`src/rtl/mem_access.sv`:
```
// LC3 memory-access stage: runs LD/LDR/LDI/ST/STR/STI over a req/ack data-memory port.
// Optional MEM_TIMEOUT_EN adds a per-access ack timeout with a sticky mem_err flag.
module mem_access #(
    parameter int unsigned TIMEOUT = 15,
    parameter logic [15:0] NOP_IR  = 16'h5020
) (
    input  logic        clk,
    input  logic        rst,
    input  logic        valid_in,
    input  logic [15:0] IR_Exec,
    input  logic [15:0] M_Addr,
    input  logic [15:0] M_Data,
    input  logic [15:0] aluout_in,
    input  logic [1:0]  W_Control_in,
    input  logic [2:0]  dr_in,
    output logic [15:0] dmem_addr,
    output logic [15:0] dmem_din,
    output logic        dmem_rd,
    output logic        dmem_wr,
    input  logic        dmem_ack,
    input  logic [15:0] dmem_dout,
    output logic        stall_mem,
    output logic        out_valid,
    output logic [15:0] memout,
    output logic [15:0] aluout_out,
    output logic [1:0]  W_Control_out,
    output logic [2:0]  dr_out,
    output logic [15:0] IR_Mem,
    output logic [15:0] Mem_Bypass_val,
    output logic        mem_err
);
    localparam logic [3:0] OP_LD  = 4'b0010;
    localparam logic [3:0] OP_LDR = 4'b0110;
    localparam logic [3:0] OP_LDI = 4'b1010;
    localparam logic [3:0] OP_STI = 4'b1011;
    localparam logic [3:0] OP_ST  = 4'b0011;
    localparam logic [3:0] OP_STR = 4'b0111;

    typedef enum logic [2:0] {IDLE, RD_IND, RD, WR, DONE} state_t;

    state_t     state;
    logic [3:0] mem_op;
    logic       is_load;
    logic       timed_out;

    // The timeout compare below subtracts one from TIMEOUT.
    if (TIMEOUT == 0) begin : g_bad_timeout
        $error("mem_access: TIMEOUT must be at least 1");
    end

    assign mem_op         = IR_Mem[15:12];
    assign is_load        = (mem_op == OP_LD) || (mem_op == OP_LDR) || (mem_op == OP_LDI);
    assign Mem_Bypass_val = is_load ? memout : aluout_out;
    assign stall_mem      = (state != IDLE);

`ifdef MEM_TIMEOUT_EN
    localparam int unsigned CNT_W = ($clog2(TIMEOUT + 1) > 4) ? $clog2(TIMEOUT + 1) : 4;

    logic [CNT_W-1:0] wait_cnt;
    logic             in_access;

    assign in_access = (state == RD_IND) || (state == RD) || (state == WR);
    assign timed_out = in_access && !dmem_ack && (wait_cnt == CNT_W'(TIMEOUT - 1));

    // Counts ack-less cycles; cleared on every ack so each access starts from zero.
    always_ff @(posedge clk) begin
        if (rst) begin
            wait_cnt <= '0;
            mem_err  <= 1'b0;
        end else begin
            if (!in_access || dmem_ack || timed_out) begin
                wait_cnt <= '0;
            end else begin
                wait_cnt <= wait_cnt + CNT_W'(1);
            end
            if (timed_out) begin
                mem_err <= 1'b1;
            end
        end
    end
`else
    assign timed_out = 1'b0;
    assign mem_err   = 1'b0;
`endif

    always_ff @(posedge clk) begin
        if (rst) begin
            state         <= IDLE;
            dmem_addr     <= '0;
            dmem_din      <= '0;
            dmem_rd       <= 1'b0;
            dmem_wr       <= 1'b0;
            out_valid     <= 1'b0;
            memout        <= '0;
            aluout_out    <= '0;
            W_Control_out <= '0;
            dr_out        <= '0;
            IR_Mem        <= NOP_IR;
        end else begin
            out_valid <= 1'b0;
            unique case (state)
                IDLE: begin
                    if (valid_in) begin
                        IR_Mem        <= IR_Exec;
                        dmem_addr     <= M_Addr;
                        dmem_din      <= M_Data;
                        aluout_out    <= aluout_in;
                        W_Control_out <= W_Control_in;
                        dr_out        <= dr_in;
                        unique case (IR_Exec[15:12])
                            OP_LD, OP_LDR: begin
                                state   <= RD;
                                dmem_rd <= 1'b1;
                            end
                            OP_LDI, OP_STI: begin
                                state   <= RD_IND;
                                dmem_rd <= 1'b1;
                            end
                            OP_ST, OP_STR: begin
                                state   <= WR;
                                dmem_wr <= 1'b1;
                            end
                            default: begin
                                state     <= DONE;
                                out_valid <= 1'b1;
                            end
                        endcase
                    end
                end
                // Pointer fetch: the returned word becomes the real address.
                RD_IND: begin
                    if (dmem_ack) begin
                        dmem_addr <= dmem_dout;
                        if (mem_op == OP_STI) begin
                            state   <= WR;
                            dmem_rd <= 1'b0;
                            dmem_wr <= 1'b1;
                        end else begin
                            state <= RD;
                        end
                    end else if (timed_out) begin
                        state     <= DONE;
                        dmem_rd   <= 1'b0;
                        memout    <= '0;
                        out_valid <= 1'b1;
                    end
                end
                RD: begin
                    if (dmem_ack) begin
                        state     <= DONE;
                        dmem_rd   <= 1'b0;
                        memout    <= dmem_dout;
                        out_valid <= 1'b1;
                    end else if (timed_out) begin
                        state     <= DONE;
                        dmem_rd   <= 1'b0;
                        memout    <= '0;
                        out_valid <= 1'b1;
                    end
                end
                WR: begin
                    if (dmem_ack) begin
                        state     <= DONE;
                        dmem_wr   <= 1'b0;
                        out_valid <= 1'b1;
                    end else if (timed_out) begin
                        state     <= DONE;
                        dmem_wr   <= 1'b0;
                        memout    <= '0;
                        out_valid <= 1'b1;
                    end
                end
                DONE: begin
                    state  <= IDLE;
                    IR_Mem <= NOP_IR;
                end
                default: state <= IDLE;
            endcase
        end
    end
endmodule

```
`config.mk`:
```
export PLATFORM = sky130hd
export DESIGN_NAME = mem_access
export DESIGN_NICKNAME = d
export VERILOG_FILES = /design/src/rtl/mem_access.sv
export SDC_FILE = /design/constraint.sdc
export NUM_CORES = 1
export LEC_CHECK = 0
export ABC_AREA = 1
export CAP_MARGIN = 20
export CORE_UTILIZATION = 43
export CTS_CLUSTER_SIZE = 8
export DETAILED_ROUTE_END_ITERATION = 10
export HOLD_SLACK_MARGIN = 0.08
export PLACE_DENSITY = 0.86
export SLEW_MARGIN = 15
export SYNTH_ARGS = -nofsm -noshare
export SYNTH_HDL_FRONTEND = slang
export SYNTH_SLANG_ARGS = --single-unit
```
`constraint.sdc`:
```
create_clock -name clk -period 2.55 [get_ports clk]
set_input_delay 0.765 -clock clk [delete_from_list [all_inputs] [get_ports clk]]
set_output_delay 0.765 -clock clk [all_outputs]
set_load 0.01 [all_outputs]
```
==> impl_results.md <==
- Port Buf Inserts: between 150 and 200
- Worst skew pair latency: between 0.3 and 0.4 ns
- Die X: 96.3 µm
- H-tree depth: 3
- Nets: around 810
- Die height: between 90 and 100 µm
- Hold Crit Class: flop to flop
- Pins Over Slew Limit: 0
- Peak supply drop: a little under 400 µV
- # DRC: 0
- RSZ-0062 raised after global routing: no
- Fillers: 746
- Worst slew pin tran: between 0.6 and 0.7 ns
- Ys flop type: dfxtp_1
- Top cells by count, synth: nand2_1, nor2_1, dfxtp_1, o21ai_0, a21oi_1
- CTS Buf Count: 9
- Vias in the first global route: just under 4000
- First-pass GRT wire length: approximately 18 mm
- Setup bufs post-CTS: 0
- Clock sinks: slightly above 90
- Seq. cell area: about 1800 µm²
- # diodes: 0
- DP HPWL: between 8 and 9 mm
- EDFF count, synth: 0
- F_max: around 0.42 GHz
- Gr ovfl total: 0
- Setup TNS: 0 ns
- Max_slew headroom: a little under three fifths
- Critical path class: flop to primary output
- Final WL: ~12 mm
- Power per cell area: 663 nW/µm²
- Cell with the most instances after synthesis: nand2_1
- Yosys Warn Count: 0
- Async set-reset flop share out of synthesis: 0%
- Final count of hold timing violations: 0
- Detailed-route wire length per cell: 14.2 µm
- Area occupied by multi-input gates: 1710 µm²
- Synth Area per Inst: roughly 7 µm²
- Sequential area share after synthesis: between 40% and 50%
- Hold_ws: approximately 0.46 ns
- Fraction of final layout cells sized beyond drive strength 1: 4.66%
- Clk buf depth: 2
- Final count of negative-setup-slack endpoints: 0
- Worst EP arrival: between 1.5 and 2 ns
- Num rows: 34
- All-layer global routing usage: about a quarter
- Synthesized area: around 3800 µm²
- Layout area overhead: 56.0%
- Layout Skew: approximately 0.0058 ns
- Routed vias/inst: 4.98
- Ports: between 150 and 200
- Syn Inst Count: 544
- Total power: 3.95 mW
- Critical path launch point type: flop
- Max-cap viol count: 0
- Largest net degree at the start of global routing: slightly above 70
- Die area: just over 9000 µm²
- Yosys top cell by area: dfxtp_1
- RePlAce Congestion: 0.904
- Cell variety after synth: 27
- Seq cells post-synth: ~90
- Crit-path max FO: 7
- CTS tree: built
- Leak: approximately 2.5 nW
- Initial antenna violation count: 0
- Core Box Area: between 8000 and 9000 µm²
- Drt pass-1 iters: 5
- Number of routed nets with antenna violations: 0
- Area contributors post-synth: dfxtp_1, nand2_1, nor2_1
- Top cell type's share of synthesized area: a little under half
- Worst setup EP type: primary output
- Tmin final: approximately 2.4 ns
- Net Count, Synth: approximately 630
- Post-CTS sizing: 16
- Fin crit share: 93.8%
- Hold Buf Count CTS: 0
- Iter 0 DRT Violations: about 190
- Status: complete, no violations
- Clock root cell: clkbuf_8
- Starting density of the core: about 44%
- Vias: between 4000 and 5000
- Fin util: 68.7%
- Clock Pin Slew Worst Setup and Hold Paths: 0.09 ns
- WP data required: around 1.8 ns
## where the power goes
| part | switching [mW] | leakage (nW) | internal (mW) | total (mW) |
|---|---|---|---|---|
| sequential | 0.115 | 0.750 | 1.60 | 1.72 |
| clock | 0.525 | 0.0901 | 0.460 | 0.985 |
| combinational | 0.623 | 1.64 | 0.625 | 1.25 |
## cell families after synthesis
kind of cell | after synthesis | synth area share, %
buf+inv | 64 | 7.69
other cells | 1 | 0.0981
simple gates | 259 | 27.1
compound gates | 129 | 17.4
flops | 91 | 47.6
## layout by cell type (no fill, tap or decap), drive strengths merged
cell type / instances
bufinv: 1
clkbuf: 11
nor2: 123
o211ai: 1
buf: 8
clkdlybuf4s50: 177
o22ai: 1
nand3: 8
a31oi: 2
a21oi: 38
conb: 1
dfxtp: 91
nand2: 124
nor3: 3
inv: 32
o221ai: 1
dlygate4sd2: 16
nand4: 1
clkinv: 2
o21ai: 86
clkinvlp: 2
## critical path, cell delays in order, from the launching register on
cell and delay (ns):
dfxtp_1 0.49, inv_2 0.10, nand2_4 0.13, clkdlybuf4s50_1 0.55
## flip-flops by register name, indices dropped and copies added, names as in the netlist
signal	flops
state	3
IR_Mem	16
dmem_din	16
memout	16
dmem_addr	16
out_valid	1
W_Control_out	2
aluout_out	16
dmem_wr	1
dmem_rd	1
dr_out	3
## area by class of cell
class | instances | area share (%)
clock buffers | 11 | 2.20
clock inverters | 5 | 1.05
flip-flops and latches | 91 | 30.5
multi-input cells | 389 | 28.6
repair buffers | 201 | 33.3
well taps | 108 | 2.27
inverters | 32 | 2.01
## through the flow
| step | setup WS (ns) | instance area [µm²] | cells |
|---|---|---|---|
| 6_report | 0.159 | 5960 | 837 |
| 5_1_grt | 0.0781 | 5960 | 837 |
| 4_1_cts | 0.150 | 5960 | 837 |
| 3_5_place_dp | 0.258 | 5790 | 821 |
| 3_3_place_gp | 0.307 | 5790 | 821 |
| 2_1_floorplan | 0.730 | 3820 | 544 |
## layer usage
metal	GRT usage [%]	vias to the layer above	share of wire, %
met5	0	-	0
met4	10.8	0	2.6
met3	6.71	26	6.9
met2	42.6	150	50
met1	29.8	1907	40
li1	-	2087	-
## path summary, 6_finish.rpt
| kind | startpoint | end | slack, ns | cells after the start |
|---|---|---|---|---|
| max reg2reg | state[0]$_SDFFE_PP0P_ | dmem_addr[15]$_SDFFE_PP0P_ | 0.80 | 7 |
| min reg2reg | IR_Mem[4]$_SDFFE_PP0P_ | IR_Mem[4]$_SDFFE_PP0P_ | 0.46 | 2 |
| max | state[1]$_SDFFE_PP0P_ | stall_mem | 0.16 | 3 |
| min | IR_Mem[4]$_SDFFE_PP0P_ | IR_Mem[4]$_SDFFE_PP0P_ | 0.46 | 2 |
No activity file was read; power rests on OpenSTA's default activity.
